<file path="src/rtl/tournament_sched4.sv">
// -----------------------------------------------------------------------------
// tournament_sched4
//
// Four-requester grant scheduler for a shared resource, such as a BRAM port or
// a functional unit. Each round first snapshots the pending requests and their
// keys. A base-4 minimum-key tournament then picks the owner, which gets a
// registered one-hot grant. The grant is held until the owner reports done,
// drops its request, or runs out of burst budget. One dead cycle (RELEASE)
// follows every grant so ownership changes never overlap on the bus.
//
// Optional feature macro: TOURNAMENT_SCHED_AGING_EN
//   When defined, each requester gets a saturating age counter. A saturated
//   requester outranks every unsaturated one, so high-key requesters cannot
//   starve. When undefined, arbitration is purely by minimum key.
//
// Parameters:
//   WIDTH_KEY  request key width (smaller key wins)
//   AGE_WIDTH  per-requester age counter width (only meaningful with aging)
//   MAX_BURST  maximum number of GRANT cycles before a forced release (>= 1)
//
// Ports:
//   clock      system clock
//   reset      asynchronous, active-high reset
//   I_Req      per-requester request, level-held until served
//   I_Key0..3  per-requester key
//   I_Done     current owner finished (only looked at while granting)
//   O_Grant    registered one-hot grant
//   O_Winner   index of the current / most recent winner
//   O_Key      raw key of the winner
//   O_Busy     high while a round is in progress (ARB, GRANT, RELEASE)
//   O_Timeout  one-cycle pulse during RELEASE after a forced release
// -----------------------------------------------------------------------------
module tournament_sched4 #(
    parameter int WIDTH_KEY = 8,
    parameter int AGE_WIDTH = 3,
    parameter int MAX_BURST = 16
) (
    input  logic                 clock,
    input  logic                 reset,
    input  logic [3:0]           I_Req,
    input  logic [WIDTH_KEY-1:0] I_Key0,
    input  logic [WIDTH_KEY-1:0] I_Key1,
    input  logic [WIDTH_KEY-1:0] I_Key2,
    input  logic [WIDTH_KEY-1:0] I_Key3,
    input  logic                 I_Done,
    output logic [3:0]           O_Grant,
    output logic [1:0]           O_Winner,
    output logic [WIDTH_KEY-1:0] O_Key,
    output logic                 O_Busy,
    output logic                 O_Timeout
);

    // The burst counter has one spare bit, so the terminal count always fits
    // and the counter can never wrap back to zero while a grant is held.
    localparam int CNT_W = $clog2(MAX_BURST) + 1;
    localparam int EFF_W = WIDTH_KEY + 2;
    localparam logic [CNT_W-1:0] BURST_LAST = CNT_W'(MAX_BURST - 1);

    typedef enum logic [1:0] {
        ST_IDLE,
        ST_ARB,
        ST_GRANT,
        ST_RELEASE
    } state_t;

    state_t state;
    state_t state_next;

    // Snapshot of the requests and keys taken on the IDLE -> ARB edge
    logic [3:0]                 snap_req;
    logic [3:0][WIDTH_KEY-1:0]  snap_key;

    logic [CNT_W-1:0]           burst_cnt;
    logic                       burst_last;

    logic [3:0][AGE_WIDTH-1:0]  age;
    logic [3:0]                 sat;

    // Effective tournament entries and the select tree
    logic [3:0][EFF_W-1:0]      eff;
    logic [1:0]                 pair10_idx;
    logic [1:0]                 pair32_idx;
    logic [1:0]                 final_idx;
    logic [EFF_W-1:0]           pair10_key;
    logic [EFF_W-1:0]           pair32_key;

    // Build the effective key of each entry. The two prefix bits sit above the
    // raw key, so they dominate the comparison. A non-requester has a leading
    // 1 and always loses. A saturated requester has a 0 in the second bit and
    // so beats any unsaturated requester, whatever the raw keys are.
    always_comb begin
        sat = '0;
        eff = '0;
        for (int i = 0; i < 4; i++) begin
            sat[i] = &age[i];
            eff[i] = {~snap_req[i], ~sat[i], snap_key[i]};
        end
    end

    // Two-level select tree over the snapshot. Every compare is strict
    // less-than, and the lower-indexed side is the default. That makes ties
    // resolve to the lowest index at both levels of the tree.
    always_comb begin
        pair10_idx = 2'd0;
        pair10_key = eff[0];
        if (eff[1] < eff[0]) begin
            pair10_idx = 2'd1;
            pair10_key = eff[1];
        end

        pair32_idx = 2'd2;
        pair32_key = eff[2];
        if (eff[3] < eff[2]) begin
            pair32_idx = 2'd3;
            pair32_key = eff[3];
        end

        final_idx = pair10_idx;
        if (pair32_key < pair10_key) begin
            final_idx = pair32_idx;
        end
    end

    assign burst_last = (burst_cnt == BURST_LAST);

    // State register
    always_ff @(posedge clock or posedge reset) begin
        if (reset) begin
            state <= ST_IDLE;
        end else begin
            state <= state_next;
        end
    end

    // Next-state logic. GRANT ends on the first of three conditions: the
    // owner reports done, the owner withdraws its request, or the burst
    // budget runs out.
    always_comb begin
        state_next = state;
        case (state)
            ST_IDLE: begin
                if (|I_Req) begin
                    state_next = ST_ARB;
                end
            end
            ST_ARB: begin
                state_next = ST_GRANT;
            end
            ST_GRANT: begin
                if (I_Done || !I_Req[O_Winner] || burst_last) begin
                    state_next = ST_RELEASE;
                end
            end
            ST_RELEASE: begin
                state_next = ST_IDLE;
            end
            default: begin
                state_next = ST_IDLE;
            end
        endcase
    end

    assign O_Busy = (state != ST_IDLE);

    // Datapath registers: the snapshot, the registered grant outputs and the
    // burst counter. O_Timeout is cleared by default each cycle. It is set
    // only on the GRANT -> RELEASE edge, and only when the budget ran out;
    // that still holds if I_Done arrives on the same final cycle.
    always_ff @(posedge clock or posedge reset) begin
        if (reset) begin
            snap_req  <= '0;
            snap_key  <= '0;
            burst_cnt <= '0;
            O_Grant   <= '0;
            O_Winner  <= '0;
            O_Key     <= '0;
            O_Timeout <= 1'b0;
        end else begin
            O_Timeout <= 1'b0;
            case (state)
                ST_IDLE: begin
                    if (|I_Req) begin
                        snap_req <= I_Req;
                        snap_key <= {I_Key3, I_Key2, I_Key1, I_Key0};
                    end
                end
                ST_ARB: begin
                    O_Grant   <= 4'b0001 << final_idx;
                    O_Winner  <= final_idx;
                    O_Key     <= snap_key[final_idx];
                    burst_cnt <= '0;
                end
                ST_GRANT: begin
                    if (state_next == ST_RELEASE) begin
                        O_Grant   <= '0;
                        O_Timeout <= burst_last;
                    end else begin
                        burst_cnt <= burst_cnt + 1'b1;
                    end
                end
                default: begin
                end
            endcase
        end
    end

`ifdef TOURNAMENT_SCHED_AGING_EN
    // Age counters are updated once per round, on the ARB -> GRANT edge.
    // Every requester in the snapshot that lost gets one step older, up to
    // saturation. The winner and anyone not requesting start over at zero.
    always_ff @(posedge clock or posedge reset) begin
        if (reset) begin
            age <= '0;
        end else if (state == ST_ARB) begin
            for (int i = 0; i < 4; i++) begin
                if (snap_req[i] && (final_idx != 2'(i))) begin
                    if (!sat[i]) begin
                        age[i] <= age[i] + 1'b1;
                    end
                end else begin
                    age[i] <= '0;
                end
            end
        end
    end
`else
    // Aging compiled out: the ages are constant zero, so no entry is ever
    // saturated and the tournament is a pure minimum-key choice.
    always_comb begin
        age = '0;
    end
`endif

endmodule
</file>
<file path="config.mk">
export PLATFORM = sky130hd
export DESIGN_NAME = tournament_sched4
export DESIGN_NICKNAME = d
export VERILOG_FILES = /design/src/rtl/tournament_sched4.sv
export SDC_FILE = /design/constraint.sdc
export NUM_CORES = 1
export LEC_CHECK = 0
export ABC_AREA = 1
export ABC_CLOCK_PERIOD_IN_PS = 4000
export CORE_UTILIZATION = 40
export DETAILED_ROUTE_END_ITERATION = 8
export SLEW_MARGIN = 25
export SYNTH_ARGS = -nofsm -noshare
export SYNTH_HDL_FRONTEND = slang
export SYNTH_SLANG_ARGS = --single-unit
</file>
<file path="constraint.sdc">
create_clock -name clock -period 4 [get_ports clock]
set_input_delay 0.8 -clock clock [delete_from_list [all_inputs] [get_ports clock]]
set_output_delay 0.8 -clock clock [all_outputs]
set_load 0.005 [all_outputs]
</file>
==> results of run 1 <==
[cell type report]
cell class	instances	area (µm²)
fill	777	3670
clock inverter	6	105
tap	102	128
inverter	58	218
clock buffer	10	128
multi-input combinational	269	1570
timing repair buffer	58	571
sequential	58	1450
[kinds of logic after synthesis]
group / count (synthesis) / share of synthesized area
DFF: 58 / 0.440
buffers and inverters: 71 / 0.0839
adders and majority gates: 30 / 0.114
AOI/OAI and AO/OA: 72 / 0.111
muxes: 7 / 0.0239
xor gates and xnor gates: 1 / 0.00266
and+or+nand+nor: 159 / 0.224
[flip-flops by register name (all words and copies together) (netlist names)]
name       count
snap_req       4
O_Winner       2
O_Timeout      1
state          2
burst_cnt      5
O_Grant        4
eff           32
O_Key          8
[routing by layer]
layer,vias up,global-route usage
li1,1411,-
met1,1242,0.248
met2,49,0.322
met3,8,0.0452
met4,0,0.0718
met5,-,0
[how the worst max path moves through the flow]
stage / from / end / slack (ps) / cells after the start
finish: eff[27] / O_Key[3] / 470 / 16
floorplan: eff[25] / O_Key[1] / 940 / 19
detailed placement: eff[27] / O_Key[5] / 400 / 16
global placement: eff[27] / O_Key[5] / 410 / 16
CTS: eff[27] / O_Key[5] / 400 / 16
global route: eff[27] / O_Key[5] / 90 / 16
[metrics by stage]
| step | worst slack [ps] | util | area [µm²] |
|---|---|---|---|
| 2_1_floorplan | 938 | - | 3300 |
| 3_3_place_gp | 414 | 0.502 | 3940 |
| 3_5_place_dp | 400 | 0.502 | 3940 |
| 4_1_cts | 396 | 0.531 | 4170 |
| 5_1_grt | 93.6 | 0.532 | 4170 |
| 6_report | 474 | 0.532 | 4170 |
[tightest hold or removal path: stages (launching register included)]
cell,delay (ps)
dfrtp_1,340
nand2_1,50
o21ai_0,60
[repair_timing]
item | in CTS | in global routing
buffers inserted | 0 | 0
setup endpoints to repair | 0 | 8
gates resized for setup | 0 | 3
endpoints found under the hold margin | 0 | 0
[layout by cell type (no fill, tap or decap), types with 2 or more instances in the layout]
master	instances
nand2_2	3
o21ai_1	8
bufinv_16	3
ha_1	30
nor3_1	2
clkbuf_8	9
clkinv_2	3
or2_2	5
clkdlybuf4s50_1	54
inv_1	56
o21ai_0	25
nor2_1	37
nor3_2	6
nand3_1	24
mux2_2	7
dfrtp_1	58
buf_4	4
a211oi_1	2
a21oi_1	35
nand2_1	70
nand4_1	6
==> metrics, run 1 <==
outcome=finished, final reports clean; average cell area after synthesis=approximately 8.3 µm²; CP Cell Sequence=inv_1 > ha_1 > nand2_1 > nand2_1 > a21oi_1 > nand3_2 > inv_1 > o21ai_0 > ha_1 > nand2_1 > nor4b_1 > nand2_2 > nand2_4 > nand3_1 > nand2_1 > nor2_1; Critical R2R Capture=O_Key[3]; metal1 wirelength=3540 µm; largest net degree at the start of global routing=37; CTS H-tree lvls=3; vias per inst=about 4.8; initial antenna violation count=0; Worst R2R Start=eff[27]; die height=between 90 and 100 µm; # hold bufs at CTS=0; Top FF cell, synth=dfrtp_1; worst path arrival time=3750 ps; Worst-Skew Late Latency=roughly 340 ps; WL final=7400 µm; worst reg2reg setup slack=470 ps; Startpoint Class=flop; share of layout cells above drive strength 1=0.100; Slew Viols, Final=0; Die ar.=about 8600 µm²; WL met2=roughly 3500 µm; non-filler cells in the finished layout=~560; CP endpoint kind=flop; final worst path period need=~3500 ps; Worst EP required=roughly 4200 ps; CP max stage cell=nor4b_1; GP Congestion=roughly 0.83; worst r2r path cells=16; Remaining DRCs=0; setup violators final=0; Worst path max stage delay=roughly 450 ps; most frequent cells after synthesis=nand2_1 (71), dfrtp_1 (58), inv_1 (57); syn nets=467; HPWL Detailed=roughly 5600 µm; Max Used Layer=met4; Max Cap Viol=0; Synth area leaders=dfrtp_1 (44%), ha_1 (11%), nand2_1 (8.1%); min-delay src=snap_req[1]; hold path endpoint=snap_req[1]; worst slew pin tran=697 ps; worst hold path class=reg2reg; grt total ovfl=0; Worst path most repeated cell=nand2_1; 1st-iter DRT viols=roughly 110; Setup CP Type=reg2reg; DR vias=2710; overall routing resource usage=0.195; Mapped Cells=398; setup TNS=0 ps; Crit path buffers/inverters=2; #FFs+latches synth=58; top cell type by total area after synthesis=dfrtp_1; share of the synthesized area in the top cell type=0.440; root buf cell=clkbuf_8; hold slack=494 ps; Ys Warns=0; post-synthesis cell type count=29; CORE AREA=7850 µm²; antenna cells=0; port buffer count=54; Largest delay share family, worst path=simple AND/OR/NAND/NOR gates; Post-synth EDFFs=0; CTS tree=done; Sink Count=58; placed cells=around 550; Avg WL per Cell=13.2 µm; Worst-path clk slew=approximately 60 ps; hold depth=2; first-pass GRT wire length=~13000 µm; RSZ-0062 raised after global routing=false; fin crit share=0.882; Seq/Total Area, Yosys=0.440; Mapped Area=3300 µm²; Post-Route Skew=8.84 ps; I/O Pins=55; CTS Buf Count=9; deepest clock path buffer count=2; chip width=92.8 µm; Async SR Flop Fraction=1.00; DR pass1 iterations=4; top-count cell post-synth=nand2_1; Critical Path Fanout Max=17; vias in the first global route=2873; metal3 WL=between 200 and 300 µm; post-route ant nets=0; row count=32; Hold Vio Cnt, Final=0; slew margin rel.=0.534; Area Growth Syn to Fin=26.7%; Max Fclk=284 MHz; Final Net Count=523; Initial Utilization=0.420
Power of run 1 is not shown: default switching activity piles up to over one toggle a cycle in this logic, so the estimate is an artifact.
==> run 2, diff against run 1 <==
--- a/config.mk
+++ b/config.mk
@@ -9,6 +9,7 @@
 export ABC_CLOCK_PERIOD_IN_PS = 4000
 export CORE_UTILIZATION = 40
 export DETAILED_ROUTE_END_ITERATION = 8
+export REMOVE_ABC_BUFFERS = 1
 export SLEW_MARGIN = 25
 export SYNTH_ARGS = -nofsm -noshare
 export SYNTH_HDL_FRONTEND = slang
==> metrics, run 2 (synthesized netlist as in run 1, its figures left out) <==
outcome=finished, final reports clean; post-CTS setup buffers=0 (unchanged); Startpoint Class=flop; grt total ovfl=0 (unchanged); initial antenna violation count=0 (unchanged); Worst path most repeated cell=nand2_1; worst slew pin tran=881 ps (+184 ps); Final Net Count=521 (-0.38%); CTS tree=done; Critical Path Fanout Max=17 (unchanged); Worst path max stage delay=390 ps (-60 ps); die height=92.8 µm (unchanged); setup violators final=0 (unchanged); fin crit share=0.868 (-0.0138); PostCTS Resize Cnt=0 (unchanged); worst path arrival time=3690 ps (-60 ps); DR pass1 iterations=4 (unchanged); Remaining DRCs=0 (unchanged); Initial Utilization=0.420 (unchanged); RSZ-0062 raised after global routing=false; CP Cell Sequence=inv_1 > ha_1 > nand2_1 > inv_1 > nand2_1 > nand2_1 > nand2_1 > nand3_2 > o21ai_0 > ha_1 > a21oi_1 > nor2_1 > a211oi_1 > o21ai_0 > a21oi_2 > nand2_4 > nor3_1 > nor2_1; setup TNS=0 ps (unchanged); CP endpoint kind=flop; Sink Count=58 (unchanged); share of layout cells above drive strength 1=0.0985 (-0.00175); largest net degree at the start of global routing=50 (+35%); Die ar.=8610 µm² (unchanged); CTS Buf Count=9 (unchanged); row count=32 (unchanged); Crit path buffers/inverters=2 (unchanged); DR vias=2699 (-0.41%); CTS H-tree lvls=3 (unchanged); CP max stage cell=o21ai_0; chip width=92.8 µm (unchanged); WL final=7070 µm (-4.4%); vias in the first global route=2692 (-6.3%); GP Congestion=0.835 (+0.28%); # hold bufs at CTS=0 (unchanged); most frequent cells in the layout=nand2_1 (70), dfrtp_1 (58), inv_1 (56), clkdlybuf4s50_1 (54), nor2_1 (37); HPWL Detailed=5190 µm (-7.2%); Largest register FFs=32 (unchanged); commonest non-fill, non-tap cell in the layout=nand2_1; antenna cells=0 (unchanged); Post-Route Skew=13.0 ps (+4.19 ps); Worst EP required=4220 ps (about the same); Setup CP Type=reg2reg; slew margin rel.=0.411 (-0.123); Slew Viols, Final=0 (unchanged); vias per inst=4.83 (about the same); final worst path period need=3470 ps (-55.3 ps); Max Cap Viol=0 (unchanged); Area Growth Syn to Fin=26.8% (about the same); overall routing resource usage=0.182 (-0.0126); first-pass GRT wire length=12200 µm (-6.3%); Worst-Skew Late Latency=340 ps (about the same); Hold Vio Cnt, Final=0 (unchanged); post-route ant nets=0 (unchanged); worst reg2reg setup slack=530 ps (+60 ps); Worst-path clk slew=80 ps (+20 ps); I/O Pins=55 (unchanged); Largest delay share family, worst path=simple AND/OR/NAND/NOR gates; root buf cell=clkbuf_8; number of fill cells in the layout=773 (-0.51%); port buffer count=54 (unchanged); Max Fclk=288 MHz (+1.6%); 1st-iter DRT viols=85 (-22%); worst hold path class=reg2reg; Avg WL per Cell=12.6 µm (-4.1%); CORE AREA=7850 µm² (unchanged); deepest clock path buffer count=2 (unchanged)
[run 2: cell count changes in the layout (fill, tap and decap cells not counted)]
cell,previous run,this run
buf_4,4,2
clkbuf_1,1,0
clkbuf_8,9,11
clkinv_2,3,2
o21ai_0,25,27
o21ai_1,8,6
[run 2: layout make-up]
class                      instances  area, µm²  share of cell area
inverter                          58        218              0.0521
sequential                        58       1450               0.347
timing repair buffer              56        556               0.133
clock buffer                      11        151              0.0362
tap                              102        128              0.0305
multi-input combinational        269       1570               0.377
clock inverter                     5        100              0.0240
[run 2: per-stage QoR]
stage                     worst slack, ps   util  instances  cell area (µm²)  hold WS, ps
after floorplan                      1010      -        385             3240          453
after global placement                530  0.500        543             3920          476
after detailed placement              401  0.500        543             3920          483
after CTS                             382  0.532        559             4170          508
after global routing                  111  0.532        559             4180          537
final                                 529  0.532        559             4180          506
[run 2: worst paths after layout]
kind | startpoint | to | cells past startpoint
setup / recovery | eff[25] | O_Key[5] | 18
hold / removal | burst_cnt[0] | burst_cnt[0] | 1
setup reg to reg | eff[25] | O_Key[5] | 18
hold reg to reg | burst_cnt[0] | burst_cnt[0] | 1
max in group asynchronous | reset | eff[12] | 3
min in group asynchronous | reset | eff[37] | 2
[run 2: worst reg2reg max path: stages, from the launching register on]
cell and delay (ps):
dfrtp_1 340, inv_1 60, ha_1 300, nand2_1 130, inv_1 50, nand2_1 60, nand2_1 70, nand2_1 100
nand3_2 260, o21ai_0 390, ha_1 310, a21oi_1 140, nor2_1 50, a211oi_1 160, o21ai_0 130, a21oi_2 320
nand2_4 200, nor3_1 200, nor2_1 70
[run 2: metal layers]
metal	up-vias	wire length, µm	track usage
met2	58	3250	0.296
met3	10	301	0.0369
met4	0	115	0.0782
met1	1226	3400	0.235
met5	-	0	0
li1	1405	-	-
Power of run 2 is left out for the same reason.
